--- src/rtl/if_stage.sv ---
// Instruction-fetch stage slot: holds one fetched PC, buffers its inst-RAM response and
// discards responses belonging to flushed requests. Optional stall counter under IF_PERF_CNT_EN.
module if_stage #(
    parameter int PC_W    = 32,
    parameter int ETYPE_W = 16
) (
    input  logic               clk,
    input  logic               rst,
    input  logic               excep_flush_i,
    input  logic               preif_valid_i,
    input  logic               preif_req_i,
    input  logic [PC_W-1:0]    preif_pc_i,
    input  logic               preif_excep_en_i,
    input  logic [ETYPE_W-1:0] preif_excep_type_i,
    output logic               now_allowin_o,
    input  logic               inst_data_ok_i,
    input  logic [PC_W-1:0]    inst_rdata_i,
    input  logic               next_allowin_i,
    output logic               now_to_next_valid_o,
    output logic [PC_W-1:0]    to_next_pc_o,
    output logic [PC_W-1:0]    to_next_inst_o,
    output logic               to_next_excep_en_o,
    output logic [ETYPE_W-1:0] to_next_excep_type_o,
    output logic               to_preif_we_o,
    output logic [PC_W-1:0]    to_preif_pc_o,
    output logic [31:0]        perf_if_stall_cnt_o
);

    localparam logic [PC_W-1:0] EXC_INST = PC_W'(32'h0340_0000);

    logic               valid_q, valid_d;
    logic [PC_W-1:0]    pc_q, pc_d;
    logic               req_q, req_d;
    logic               exc_en_q, exc_en_d;
    logic [ETYPE_W-1:0] exc_type_q, exc_type_d;
    logic [PC_W-1:0]    buf_q, buf_d;
    logic               buf_vld_q, buf_vld_d;
    logic [1:0]         cancel_cnt_q, cancel_cnt_d;

    logic data_ok_live;
    logic ready_go;
    logic leave;
    logic load;
    logic cancel_inc;
    logic cancel_dec;

    // A response only belongs to the current slot once all cancelled ones have drained.
    assign data_ok_live = inst_data_ok_i & (cancel_cnt_q == 2'd0);
    assign ready_go     = valid_q & (exc_en_q | buf_vld_q | data_ok_live);
    assign leave        = ready_go & next_allowin_i;
    assign load         = preif_valid_i & now_allowin_o & ~excep_flush_i;
    assign cancel_inc   = excep_flush_i & valid_q & req_q & ~buf_vld_q & ~data_ok_live;
    assign cancel_dec   = inst_data_ok_i & (cancel_cnt_q != 2'd0);

    assign now_allowin_o        = ~valid_q | leave;
    assign now_to_next_valid_o  = valid_q & ready_go & ~excep_flush_i;
    assign to_next_pc_o         = pc_q;
    assign to_next_excep_en_o   = exc_en_q;
    assign to_next_excep_type_o = exc_type_q;
    assign to_preif_we_o        = valid_q;
    assign to_preif_pc_o        = pc_q;

    always_comb begin
        to_next_inst_o = inst_rdata_i;
        if (exc_en_q) begin
            to_next_inst_o = EXC_INST;
        end else if (buf_vld_q) begin
            to_next_inst_o = buf_q;
        end
    end

    always_comb begin
        valid_d    = valid_q;
        pc_d       = pc_q;
        req_d      = req_q;
        exc_en_d   = exc_en_q;
        exc_type_d = exc_type_q;
        buf_d      = buf_q;
        buf_vld_d  = buf_vld_q;

        if (data_ok_live & valid_q & req_q & ~buf_vld_q & ~leave) begin
            buf_d     = inst_rdata_i;
            buf_vld_d = 1'b1;
        end

        if (excep_flush_i) begin
            valid_d   = 1'b0;
            buf_vld_d = 1'b0;
        end else if (load) begin
            valid_d    = 1'b1;
            pc_d       = preif_pc_i;
            req_d      = preif_req_i;
            exc_en_d   = preif_excep_en_i;
            exc_type_d = preif_excep_type_i;
            buf_vld_d  = 1'b0;
        end else if (leave) begin
            valid_d = 1'b0;
        end
    end

    always_comb begin
        cancel_cnt_d = cancel_cnt_q;
        if (cancel_inc & ~cancel_dec) begin
            if (cancel_cnt_q != 2'd3) begin
                cancel_cnt_d = cancel_cnt_q + 2'd1;
            end
        end else if (cancel_dec & ~cancel_inc) begin
            cancel_cnt_d = cancel_cnt_q - 2'd1;
        end
    end

    always_ff @(posedge clk or posedge rst) begin
        if (rst) begin
            valid_q      <= 1'b0;
            pc_q         <= '0;
            req_q        <= 1'b0;
            exc_en_q     <= 1'b0;
            exc_type_q   <= '0;
            buf_q        <= '0;
            buf_vld_q    <= 1'b0;
            cancel_cnt_q <= 2'd0;
        end else begin
            valid_q      <= valid_d;
            pc_q         <= pc_d;
            req_q        <= req_d;
            exc_en_q     <= exc_en_d;
            exc_type_q   <= exc_type_d;
            buf_q        <= buf_d;
            buf_vld_q    <= buf_vld_d;
            cancel_cnt_q <= cancel_cnt_d;
        end
    end

`ifdef IF_PERF_CNT_EN
    logic [31:0] perf_cnt_q, perf_cnt_d;

    always_comb begin
        perf_cnt_d = perf_cnt_q;
        if (valid_q & ~ready_go) begin
            perf_cnt_d = perf_cnt_q + 32'd1;
        end
    end

    always_ff @(posedge clk or posedge rst) begin
        if (rst) begin
            perf_cnt_q <= 32'd0;
        end else begin
            perf_cnt_q <= perf_cnt_d;
        end
    end

    assign perf_if_stall_cnt_o = perf_cnt_q;
`else
    assign perf_if_stall_cnt_o = 32'd0;
`endif

endmodule

--- config.mk ---
export PLATFORM = sky130hd
export DESIGN_NAME = if_stage
export DESIGN_NICKNAME = d
export VERILOG_FILES = /design/src/rtl/if_stage.sv
export SDC_FILE = /design/constraint.sdc
export NUM_CORES = 1
export LEC_CHECK = 0
export CORE_MARGIN = 2
export CORE_UTILIZATION = 36
export CTS_CLUSTER_SIZE = 24
export DETAILED_ROUTE_END_ITERATION = 12
export PLACE_DENSITY = 0.84
export SLEW_MARGIN = 5
export SYNTH_ARGS = -nofsm -noshare
export SYNTH_HDL_FRONTEND = slang
export SYNTH_SLANG_ARGS = --single-unit
--- constraint.sdc ---
create_clock -name clk -period 3.2 [get_ports clk]
set_clock_uncertainty 0.2 [all_clocks]
set_input_delay 0.96 -clock clk [delete_from_list [all_inputs] [get_ports clk]]
set_output_delay 0.96 -clock clk [all_outputs]
set_load 0.005 [all_outputs]
==> results.md <==
* Post-Synth Adder-Cell Area at 0%
* Final antenna-violating net count at 0
* H-Tree Depth at 3
* Largest cells by area after synthesis: dfrtp_1 (48%), mux2_2 (12%), buf_4 (11%), mux2_4 (10%), mux2i_1 (7.1%)
* RSZ-0062 raised after global routing: no
* Synth Area in Compound Gates at 2.23%
* Number of port buffers at 203
* Crit Path Category: input pin to output pin
* Die X at 116 µm
* Setup TNS at 0 ns
* Post-synthesis mux area share at 30.0%
* Starting DRT DRC Count at 59
* Fin crit period at 3.10 ns
* Share of layout cells above drive strength 1 at 22.5%
* CTS buffer count at 9
* Synth area leader: dfrtp_1
* Critical path peak fanout at 3
* Synthesized area per cell at 13.1 µm²
* Post-Syn Instances at 343
* I/O pin cnt at 236
* Placeable Area at 12100 µm²
* Via count at 3073
* Main combinational cell family by area after synthesis: multiplexers
* Largest net degree at the start of global routing at 87
* Worst VDD drop at 354 µV
* Arr. time, crit path at 1.94 ns
* CTS Buffer Depth at 2
* Layout Nets at 607
* Required time worst endpoint at 2.04 ns
* FMAX at 322 MHz
* Final Cycle Share at 97.0%
* Clk Latency, worst-skew pair at 0.34 ns
* Die area at 13400 µm²
* Synth Warn # at 0
* Hold_buf cts at 0
* Synth Area in XOR/XNOR at 0%
* Global placer's final weighted congestion at 0.712
* Post-synthesis simple-gate area fraction at 5.11%
* Fill cell count at 1005
* Global Route Usage Sum at 16.1%
* Post-detail-place hpwl at 7740 µm
* Cell variety after synth at 33
* Wirelength, routed at 10600 µm
* Setup WS pre-CTS at -0.789 ns
* Hold WC Path Type: flop to flop
* Maxcap violations at 0
* Root Driver: clkbuf_16
* Hold Vio Cnt, Final at 0
* Initial Util at 37.2%
* Finished Layout Cells at 692
* Yosys top cell area share at 48.0%
* Clock transition at path regs at 0.06 ns
* CTS tree: done
* Final Hold Slack at 0.307 ns
* Total congestion overflow at 0
* Status: finished clean
* Global-route wire length before repair at 16700 µm
* Final setup violation count at 0
* Final Max Slew Viols at 0
* Area grow syn2layout at 48.1%
* Vias per cell at 4.44
* Critical Path End Type: output pin
* Pwr dens at 647 nW/µm²
* Mean routed wirelength per cell at 15.3 µm
* Remaining DRCs at 0
* Cell Area, Synth at 4480 µm²
* Vias in the first global route at 3264
* # diodes at 0
* Post-synthesis register bit count at 86
* Startpoint Class: input pin
* Placed insts at 676
* Die boundary height at 116 µm
* Post-synthesis sequential area ratio at 48.0%
* Final setup margin at 0.0965 ns
* Initial antenna violation count at 0
* Pleak at 2.90 nW
* Clk sinks at 86
* Row cnt at 40
* TritonRoute pass-1 iters at 4
## final timing paths
kind                                       endpoint  slack, ns  cells after the start                     start
min in group asynchronous          to_next_pc_o[24]       0.90                      3                       rst
max                             now_to_next_valid_o        0.1                      5            inst_data_ok_i
max in group asynchronous                 buf_vld_q       1.54                      3                       rst
min                        to_next_excep_type_o[13]       0.31                      1  to_next_excep_type_o[13]
min reg2reg                to_next_excep_type_o[13]       0.31                      1  to_next_excep_type_o[13]
max reg2reg                        to_next_pc_o[21]       0.82                      5           cancel_cnt_q[0]
## cell usage in the layout (no fill, tap or decap), types with 7 or more instances in the layout
cell type / count
nor2_1: 33
clkbuf_16: 9
mux2_4: 30
dlygate4sd2_1: 32
mux2_2: 47
buf_4: 7
mux2i_1: 32
clkdlybuf4s50_1: 168
dfrtp_1: 85
conb_1: 32
## flip-flops by register name, indices dropped and copies added (netlist names)
name                  cells
to_preif_we_o             1
buf_q                    32
cancel_cnt_q              2
buf_vld_q                 1
to_next_excep_type_o     16
to_next_pc_o             32
to_next_excep_en_o        1
req_q                     1
## cells in the mapped netlist, drive strengths merged
library cell	number
dfrtp	86
mux2	81
buf	74
nor2	33
mux2i	32
clkbuf	6
inv	5
nand2	4
a2111oi	2
and3	2
nor3b	2
a22o	1
a311oi	1
conb	1
nand3	1
nand3b	1
nand4b	1
nor2b	1
nor3	1
o21ai	1
o21bai	1
o2bb2ai	1
o311a	1
o31a	1
or3	1
or3b	1
or4b	1
## routing by layer
layer  routed length [µm]  GRT usage, %
met5                    0             0
met1                 4040          18.5
met3                  786          4.71
met4                  202          6.83
met2                 5560          27.9
## logic make-up after synthesis
family	count (synthesis)
multiplexers	113
other	1
buffers and inverters	85
flip-flops	86
AO/OA/AOI/OAI	9
AND/OR/NAND/NOR	49
## per-stage QoR
step	power (mW)	area (µm²)	utilization [%]
6_report	4.29	6640	55.0
2_1_floorplan	2.48	4600	-
5_1_grt	4.53	6640	55.0
4_1_cts	4.36	6640	55.1
3_5_place_dp	3.20	6350	52.6
3_3_place_gp	3.14	6350	52.6
## power by group
group | total, mW | internal, mW | switching [mW]
Combinational | 1.45 | 1.02 | 0.424
Sequential | 1.70 | 1.46 | 0.238
Clock | 1.15 | 0.726 | 0.422
## layout make-up
type	count	area (µm²)	share of cell area, %
clock buffer	11	253	3.81
clock inverter	5	81.3	1.23
inverter	5	22.5	0.339
multi-input combinational	203	1810	27.2
sequential	86	2150	32.4
tap	168	210	3.17
timing repair buffer	214	2110	31.8
## worst max-delay path: stages
cell and delay, ns:
clkbuf_2 0.10, or3b_4 0.38, and3_4 0.21, nor3b_2 0.16
buf_2 0.14
## timing repair
action	CTS	global route
pin swaps	0	1
buffers inserted	0	0
endpoints found under the setup margin	34	2
gates resized for setup	45	2
No activity file was read; power rests on OpenSTA's default activity.
